===== src/rtl/instr_fetch_unit_if.sv =====
// Instruction-memory fetch bus shared by the fetch unit (master) and memory (slave).
interface instr_fetch_unit_if;
  logic        imem_req;
  logic [31:0] imem_addr;
  logic        imem_ack;
  logic [31:0] imem_rdata;

  modport master (
    output imem_req,
    output imem_addr,
    input  imem_ack,
    input  imem_rdata
  );

  modport slave (
    input  imem_req,
    input  imem_addr,
    output imem_ack,
    output imem_rdata
  );
endinterface


===== src/rtl/instr_fetch_unit.sv =====
// Instruction fetch unit: fetches one instruction at a time, exposes its decoded
// fields, and computes the next PC when the execute stage resolves it.
module instr_fetch_unit #(
  parameter logic [31:0] RESET_PC = 32'h0000_0000,
  parameter int unsigned ADDR_W   = 32
) (
  input  logic                clk,
  input  logic                reset,
  instr_fetch_unit_if.master  imem,
  output logic [5:0]          opcode,
  output logic [5:0]          function_val,
  output logic [4:0]          rs,
  output logic [4:0]          rt,
  output logic [4:0]          rd,
  output logic [4:0]          shamt,
  output logic [15:0]         imm16,
  output logic [25:0]         target26,
  output logic                instr_valid,
  output logic [ADDR_W-1:0]   pc,
  output logic [ADDR_W-1:0]   pc_plus4,
  input  logic                resolve,
  input  logic [1:0]          counter_selector,
  input  logic [2:0]          branch_type,
  input  logic                flag_zero,
  input  logic                flag_sign,
  input  logic                flag_carry,
  input  logic                flag_overflow,
  input  logic [31:0]         reg_target
);

  localparam logic [1:0] IDLE  = 2'd0;
  localparam logic [1:0] FETCH = 2'd1;
  localparam logic [1:0] ISSUE = 2'd2;

  logic [1:0]        state;
  logic [31:0]       instr;
  logic              cond;
  logic [ADDR_W-1:0] next_pc;

  // Field outputs are slices of the latched word, so resetting it clears them all
  assign opcode       = instr[31:26];
  assign rs           = instr[25:21];
  assign rt           = instr[20:16];
  assign rd           = instr[15:11];
  assign shamt        = instr[10:6];
  assign function_val = instr[5:0];
  assign imm16        = instr[15:0];
  assign target26     = instr[25:0];

  assign pc_plus4       = pc + ADDR_W'(4);
  assign imem.imem_req  = (state == FETCH);
  assign imem.imem_addr = pc;

  // Branch condition selected by branch_type from the execute-stage flags
  always_comb begin
    cond = 1'b1;
    case (branch_type)
      3'b000:  cond = 1'b1;
      3'b001:  cond = flag_zero;
      3'b010:  cond = !flag_zero;
      3'b011:  cond = flag_carry;
      3'b100:  cond = !flag_carry;
      3'b101:  cond = flag_sign;
      3'b110:  cond = !flag_sign;
      default: cond = flag_overflow;
    endcase
  end

  // Next-PC source selected by counter_selector; all adds wrap modulo 2^32
  always_comb begin
    next_pc = pc_plus4;
    case (counter_selector)
      2'b00:   next_pc = pc_plus4;
      2'b01:   next_pc = cond ? pc_plus4 + {{14{imm16[15]}}, imm16, 2'b00} : pc_plus4;
      2'b10:   next_pc = {pc_plus4[31:28], target26, 2'b00};
      default: next_pc = reg_target & ~32'h0000_0003;
    endcase
  end

  // Fetch/issue state machine; pc moves only on a resolve in ISSUE
  always_ff @(posedge clk) begin
    if (reset) begin
      state       <= IDLE;
      pc          <= RESET_PC;
      instr       <= '0;
      instr_valid <= 1'b0;
    end else begin
      case (state)
        IDLE: state <= FETCH;
        FETCH: begin
          if (imem.imem_ack) begin
            instr       <= imem.imem_rdata;
            instr_valid <= 1'b1;
            state       <= ISSUE;
          end
        end
        ISSUE: begin
          if (resolve) begin
            pc          <= next_pc;
            instr_valid <= 1'b0;
            state       <= FETCH;
          end
        end
        default: state <= IDLE;
      endcase
    end
  end

endmodule


===== src/flat_wrapper.sv =====
// flat-port wrapper written by rule: the top's interface ports become plain ports
module instr_fetch_unit_flat 
#(
  parameter logic [31:0] RESET_PC = 32'h0000_0000,
  parameter int unsigned ADDR_W   = 32
)
  (clk, reset, opcode, function_val, rs, rt, rd, shamt, imm16, target26, instr_valid, pc, pc_plus4, resolve, counter_selector, branch_type, flag_zero, flag_sign, flag_carry, flag_overflow, reg_target, imem_imem_req, imem_imem_addr, imem_imem_ack, imem_imem_rdata);
  instr_fetch_unit_if imem_i ();
  input  logic clk;
  input  logic reset;
  output logic [5:0] opcode;
  output logic [5:0] function_val;
  output logic [4:0] rs;
  output logic [4:0] rt;
  output logic [4:0] rd;
  output logic [4:0] shamt;
  output logic [15:0] imm16;
  output logic [25:0] target26;
  output logic instr_valid;
  output logic [ADDR_W-1:0] pc;
  output logic [ADDR_W-1:0] pc_plus4;
  input  logic resolve;
  input  logic [1:0] counter_selector;
  input  logic [2:0] branch_type;
  input  logic flag_zero;
  input  logic flag_sign;
  input  logic flag_carry;
  input  logic flag_overflow;
  input  logic [31:0] reg_target;
  output wire logic [$bits(imem_i.imem_req)-1:0] imem_imem_req;
  output wire logic [$bits(imem_i.imem_addr)-1:0] imem_imem_addr;
  input wire logic [$bits(imem_i.imem_ack)-1:0] imem_imem_ack;
  input wire logic [$bits(imem_i.imem_rdata)-1:0] imem_imem_rdata;
  assign imem_imem_req = imem_i.imem_req;
  assign imem_imem_addr = imem_i.imem_addr;
  assign imem_i.imem_ack = imem_imem_ack;
  assign imem_i.imem_rdata = imem_imem_rdata;
  instr_fetch_unit #(.RESET_PC(RESET_PC), .ADDR_W(ADDR_W)) u_core (.clk(clk), .reset(reset), .imem(imem_i), .opcode(opcode), .function_val(function_val), .rs(rs), .rt(rt), .rd(rd), .shamt(shamt), .imm16(imm16), .target26(target26), .instr_valid(instr_valid), .pc(pc), .pc_plus4(pc_plus4), .resolve(resolve), .counter_selector(counter_selector), .branch_type(branch_type), .flag_zero(flag_zero), .flag_sign(flag_sign), .flag_carry(flag_carry), .flag_overflow(flag_overflow), .reg_target(reg_target));
endmodule

===== config.mk =====
export PLATFORM = sky130hd
export DESIGN_NAME = instr_fetch_unit_flat
export DESIGN_NICKNAME = d
export VERILOG_FILES = /design/src/rtl/instr_fetch_unit_if.sv /design/src/rtl/instr_fetch_unit.sv /design/src/flat_wrapper.sv
export SDC_FILE = /design/constraint.sdc
export NUM_CORES = 1
export LEC_CHECK = 0
export BUFFER_PORTS_ARGS = -buffer_cell sky130_fd_sc_hd__buf_2
export CORE_MARGIN = 2
export CORE_UTILIZATION = 45
export DETAILED_ROUTE_END_ITERATION = 6
export PLACE_DENSITY = 0.82
export SYNTH_ARGS = -nofsm -noshare
export SYNTH_HDL_FRONTEND = slang
export SYNTH_SLANG_ARGS = --single-unit

===== constraint.sdc =====
create_clock -name clk -period 3.3 [get_ports clk]
set_input_delay 0.165 -clock clk [delete_from_list [all_inputs] [get_ports clk]]
set_output_delay 0.165 -clock clk [all_outputs]
set_load 0.03 [all_outputs]

==> results.json <==
{
  "finClkSkew_ns": 0.0101,
  "maxCapViolations": 0,
  "pin_count": 249,
  "fill_cells": 1069,
  "status": "finished, violations left",
  "ys_seq_area_share_pct": 21.8,
  "min_path_cells": 3,
  "worstPathCellList": "nand4_1, nor2_2, nand4_1, xnor2_4, ha_4, nand2_2, o21ai_2, a21oi_1, or3_4, a31oi_4, o221ai_2, nor3b_2, or3_1, o211ai_1",
  "drt-vias-per-instance": 5.63,
  "cts-buffers-inserted": 9,
  "ys_ff_latch": 65,
  "critPathKind": "flop to flop",
  "rrSetupSlack_ns": -0.04,
  "utilization_pct": 66.9,
  "critical_path_required_ns": 3.58,
  "tightest_slew_ns": 0.829,
  "grt_usage_pct": 30.6,
  "nNetsFinal": 1196,
  "fmax_mhz": 299,
  "drc": 0,
  "port_buffers": 240,
  "netlist.area_leader.share_pct": 21.8,
  "cpMostUsedCell": "nand4_1",
  "muxShareOfSynthArea_pct": 4.72,
  "power.total_mw": 2.50,
  "insertion_delay_ns": 0.35,
  "core_area_um2": 13100,
  "final_cell_area_um2": 8760,
  "synth_top_family_by_area": "compound AO/OA/AOI/OAI gates",
  "critPathMaxFanout": 4,
  "numClockSinks": 65,
  "async_flop_share_pct": 0,
  "cts_hold_buffers": 0,
  "pwr-share-comb_pct": 26.0,
  "critPathArrivalTime_ns": 3.63,
  "yosysMostFrequentCell": "nand2_1",
  "die_area_um2": 14200,
  "drt_iter0_markers": 605,
  "p_sw_uw": 874,
  "slew_headroom_pct": 44.6,
  "yosys_most_used_dff": "dfxtp_1",
  "fp.dieH_um": 119,
  "fin_crit_ns": 3.34,
  "reg2reg_to": "u_core.imem.imem_addr[31]$_SDFFE_PP0P_",
  "drive_above_1_share_pct": 48.4,
  "synth_area_leaders": "dfxtp_1 22%, buf_4 9.8%, a21oi_1 8.0%",
  "setup_tns_ns": -0.0675,
  "place_congestion": 0.963,
  "routed_wl_mm": 23.1,
  "powerDensity_nw_per_um2": 285,
  "synthAdderAreaFrac_pct": 7.89,
  "violations": "setup timing",
  "grt_pass1_wl_mm": 34.7,
  "die_w_um": 119,
  "rsz0062_at_grt": "yes",
  "clk_pin_slew_worst_paths_ns": 0.07,
  "slew_viol_final": 0,
  "min_from": "imem_imem_rdata[24]",
  "hp-class": "input pin to flop",
  "yosys_warnings": 0,
  "setup_ws_ns": -0.0448,
  "dp_hpwl_mm": 17.0,
  "synth-simple-area-share_pct": 20.7,
  "synthTopCellsByCount": "118 x nand2_1, 95 x a21oi_1, 78 x buf_4",
  "n_antenna_cell": 0,
  "ant_nets": 0,
  "power_frac_seq_pct": 33.6,
  "cts_buffer_depth": 2,
  "grt_max_degree": 46,
  "htreeDepth": 3,
  "dr.pass1.iters": 5,
  "wl_per_cell_um": 18.3,
  "syn_avg_cell_area_um2": 7.33,
  "syn_inst": 814,
  "critPathSlowestCell": "or3_4",
  "clkPwrFrac_pct": 40.4,
  "cp-start-kind": "flop",
  "max_stage_delay_ns": 0.40,
  "internal_power_mw": 1.62,
  "grt.overflow.total": 0,
  "syn2layout_area_growth_pct": 46.8,
  "synth_largest_area_cell": "dfxtp_1",
  "grt_pass1_vias": 6632,
  "antenna_found_initial": 0,
  "peakVddDrop_mv": 0.329,
  "synth_compound_area_share_pct": 24.0,
  "start_util_pct": 45.6,
  "setup_viol": 2,
  "p_sw_share_pct": 35.0,
  "synth_xor_area_share_pct": 7.49,
  "placed_area_um2": 7980,
  "vias": 7117,
  "yosysUniqueCellTypes": 71,
  "root_buffer": "clkbuf_16",
  "synth_edf_count": 0,
  "rows": 42,
  "hold_viol_final": 0,
  "cp-end-kind": "flop",
  "cts_tree": "built",
  "timing.rr.start": "u_core.imem.imem_addr[8]$_SDFFE_PP0P_",
  "worstHoldEndpoint": "u_core.instr[24]$_SDFFE_PP0P_",
  "power_leakage_nw": 4.40,
  "min_period_over_period_pct": 101,
  "r2r_cells": 14,
  "synth_area_um2": 5970
}
[registers in the layout (all words and copies together), names as in the netlist]
signal,flops
u_core.state,2
u_core.imem.imem_addr,30
u_core.instr_valid,1
u_core.instr,32
[metal layers]
layer / wire [µm] / track usage [%]
met2: 11000 / 49.1
met3: 1730 / 5.41
met1: 9840 / 41.1
met5: 0 / 0
met4: 574 / 10.9
[cells in the final DEF, fill, tap and decap left out, types with 6 or more instances in the layout]
master,count
o21ai_1,10
nand2_1,108
dfxtp_2,7
nor2b_1,7
xnor2_2,12
o22ai_1,22
xnor2_1,11
mux2_2,14
buf_2,240
xor2_1,17
o211ai_1,7
nand2_2,7
o21ai_0,18
nor3_1,8
dfxtp_1,45
mux2i_1,9
nand3_1,25
ha_1,24
a21o_1,10
ha_4,11
clkbuf_16,9
inv_1,13
conb_1,6
and3_1,6
dfxtp_4,13
buf_4,127
a21oi_2,8
a21oi_1,86
nor2_1,52
a211oi_1,7
nand4_1,9
[what timing repair did]
action                     CTS  global route
pin swaps                    7            50
setup buffers                0             6
setup endpoints to repair    6            14
gates resized for setup     10            75
[worst max-delay path, delay by kind of cell (launching register included)]
family                   cells  cell delay, ns
AO/OA/AOI/OAI                5            0.67
flip-flops                   1            0.36
adder cells (fa/ha/maj)      1            0.29
AND/OR/NAND/NOR              7            1.71
XOR/XNOR                     1            0.23
[worst max path at each step]
stage	endpoint	startpoint	slack [ns]
after floorplan	u_core.imem.imem_addr[31]$_SDFFE_PP0P_	u_core.imem.imem_addr[4]$_SDFFE_PP0P_	-0.23
after global placement	u_core.imem.imem_addr[31]$_SDFFE_PP0P_	u_core.imem.imem_addr[7]$_SDFFE_PP0P_	-0.14
after detailed placement	u_core.imem.imem_addr[31]$_SDFFE_PP0P_	u_core.imem.imem_addr[7]$_SDFFE_PP0P_	-0.21
after CTS	u_core.imem.imem_addr[31]$_SDFFE_PP0P_	u_core.imem.imem_addr[7]$_SDFFE_PP0P_	-0.05
after global routing	u_core.imem.imem_addr[25]$_SDFFE_PP0P_	u_core.imem.imem_addr[7]$_SDFFE_PP0P_	-0.21
final	u_core.imem.imem_addr[31]$_SDFFE_PP0P_	u_core.imem.imem_addr[8]$_SDFFE_PP0P_	-0.04
[cell families (layout without fill, tap and decap cells)]
group | Yosys count | after routing
AND/OR/NAND/NOR | 271 | 271
AO/OA/AOI/OAI | 230 | 230
buffers and inverters | 133 | 401
flip-flops | 65 | 65
XOR/XNOR | 51 | 51
adder cells (fa/ha/maj) | 37 | 37
multiplexers | 26 | 26
other | 1 | 6
[power groups by stage]
| stage | registers [mW] | clock network, mW | logic (mW) |
|---|---|---|---|
| after global placement | 0.853 | 0 | 0.608 |
| after floorplan | 0.908 | 0 | 0.382 |
| after global routing | 0.844 | 1.05 | 0.693 |
| final | 0.839 | 1.01 | 0.650 |
| after CTS | 0.837 | 1.01 | 0.622 |
| after detailed placement | 0.855 | 0 | 0.617 |
[metrics by stage]
step                hold slack, ns  worst slack [ns]  std cells
floorplan                    0.301            -0.226        819
global placement             0.405            -0.145       1241
detailed placement           0.410            -0.206       1241
CTS                         0.0419           -0.0471       1257
global route                0.0515            -0.206       1263
finish                      0.0445           -0.0448       1263
[layout make-up]
cell class	instances	area [µm²]	area share [%]
Timing Repair Buffer	370	2190	25.0
Multi-Input combinational cell	621	4630	52.9
Clock buffer	9	225	2.57
Sequential cell	65	1360	15.5
Clock inverter	7	76.3	0.872
Tap cell	176	220	2.52
Inverter	15	56.3	0.643
(Power assumes the default switching activity.)
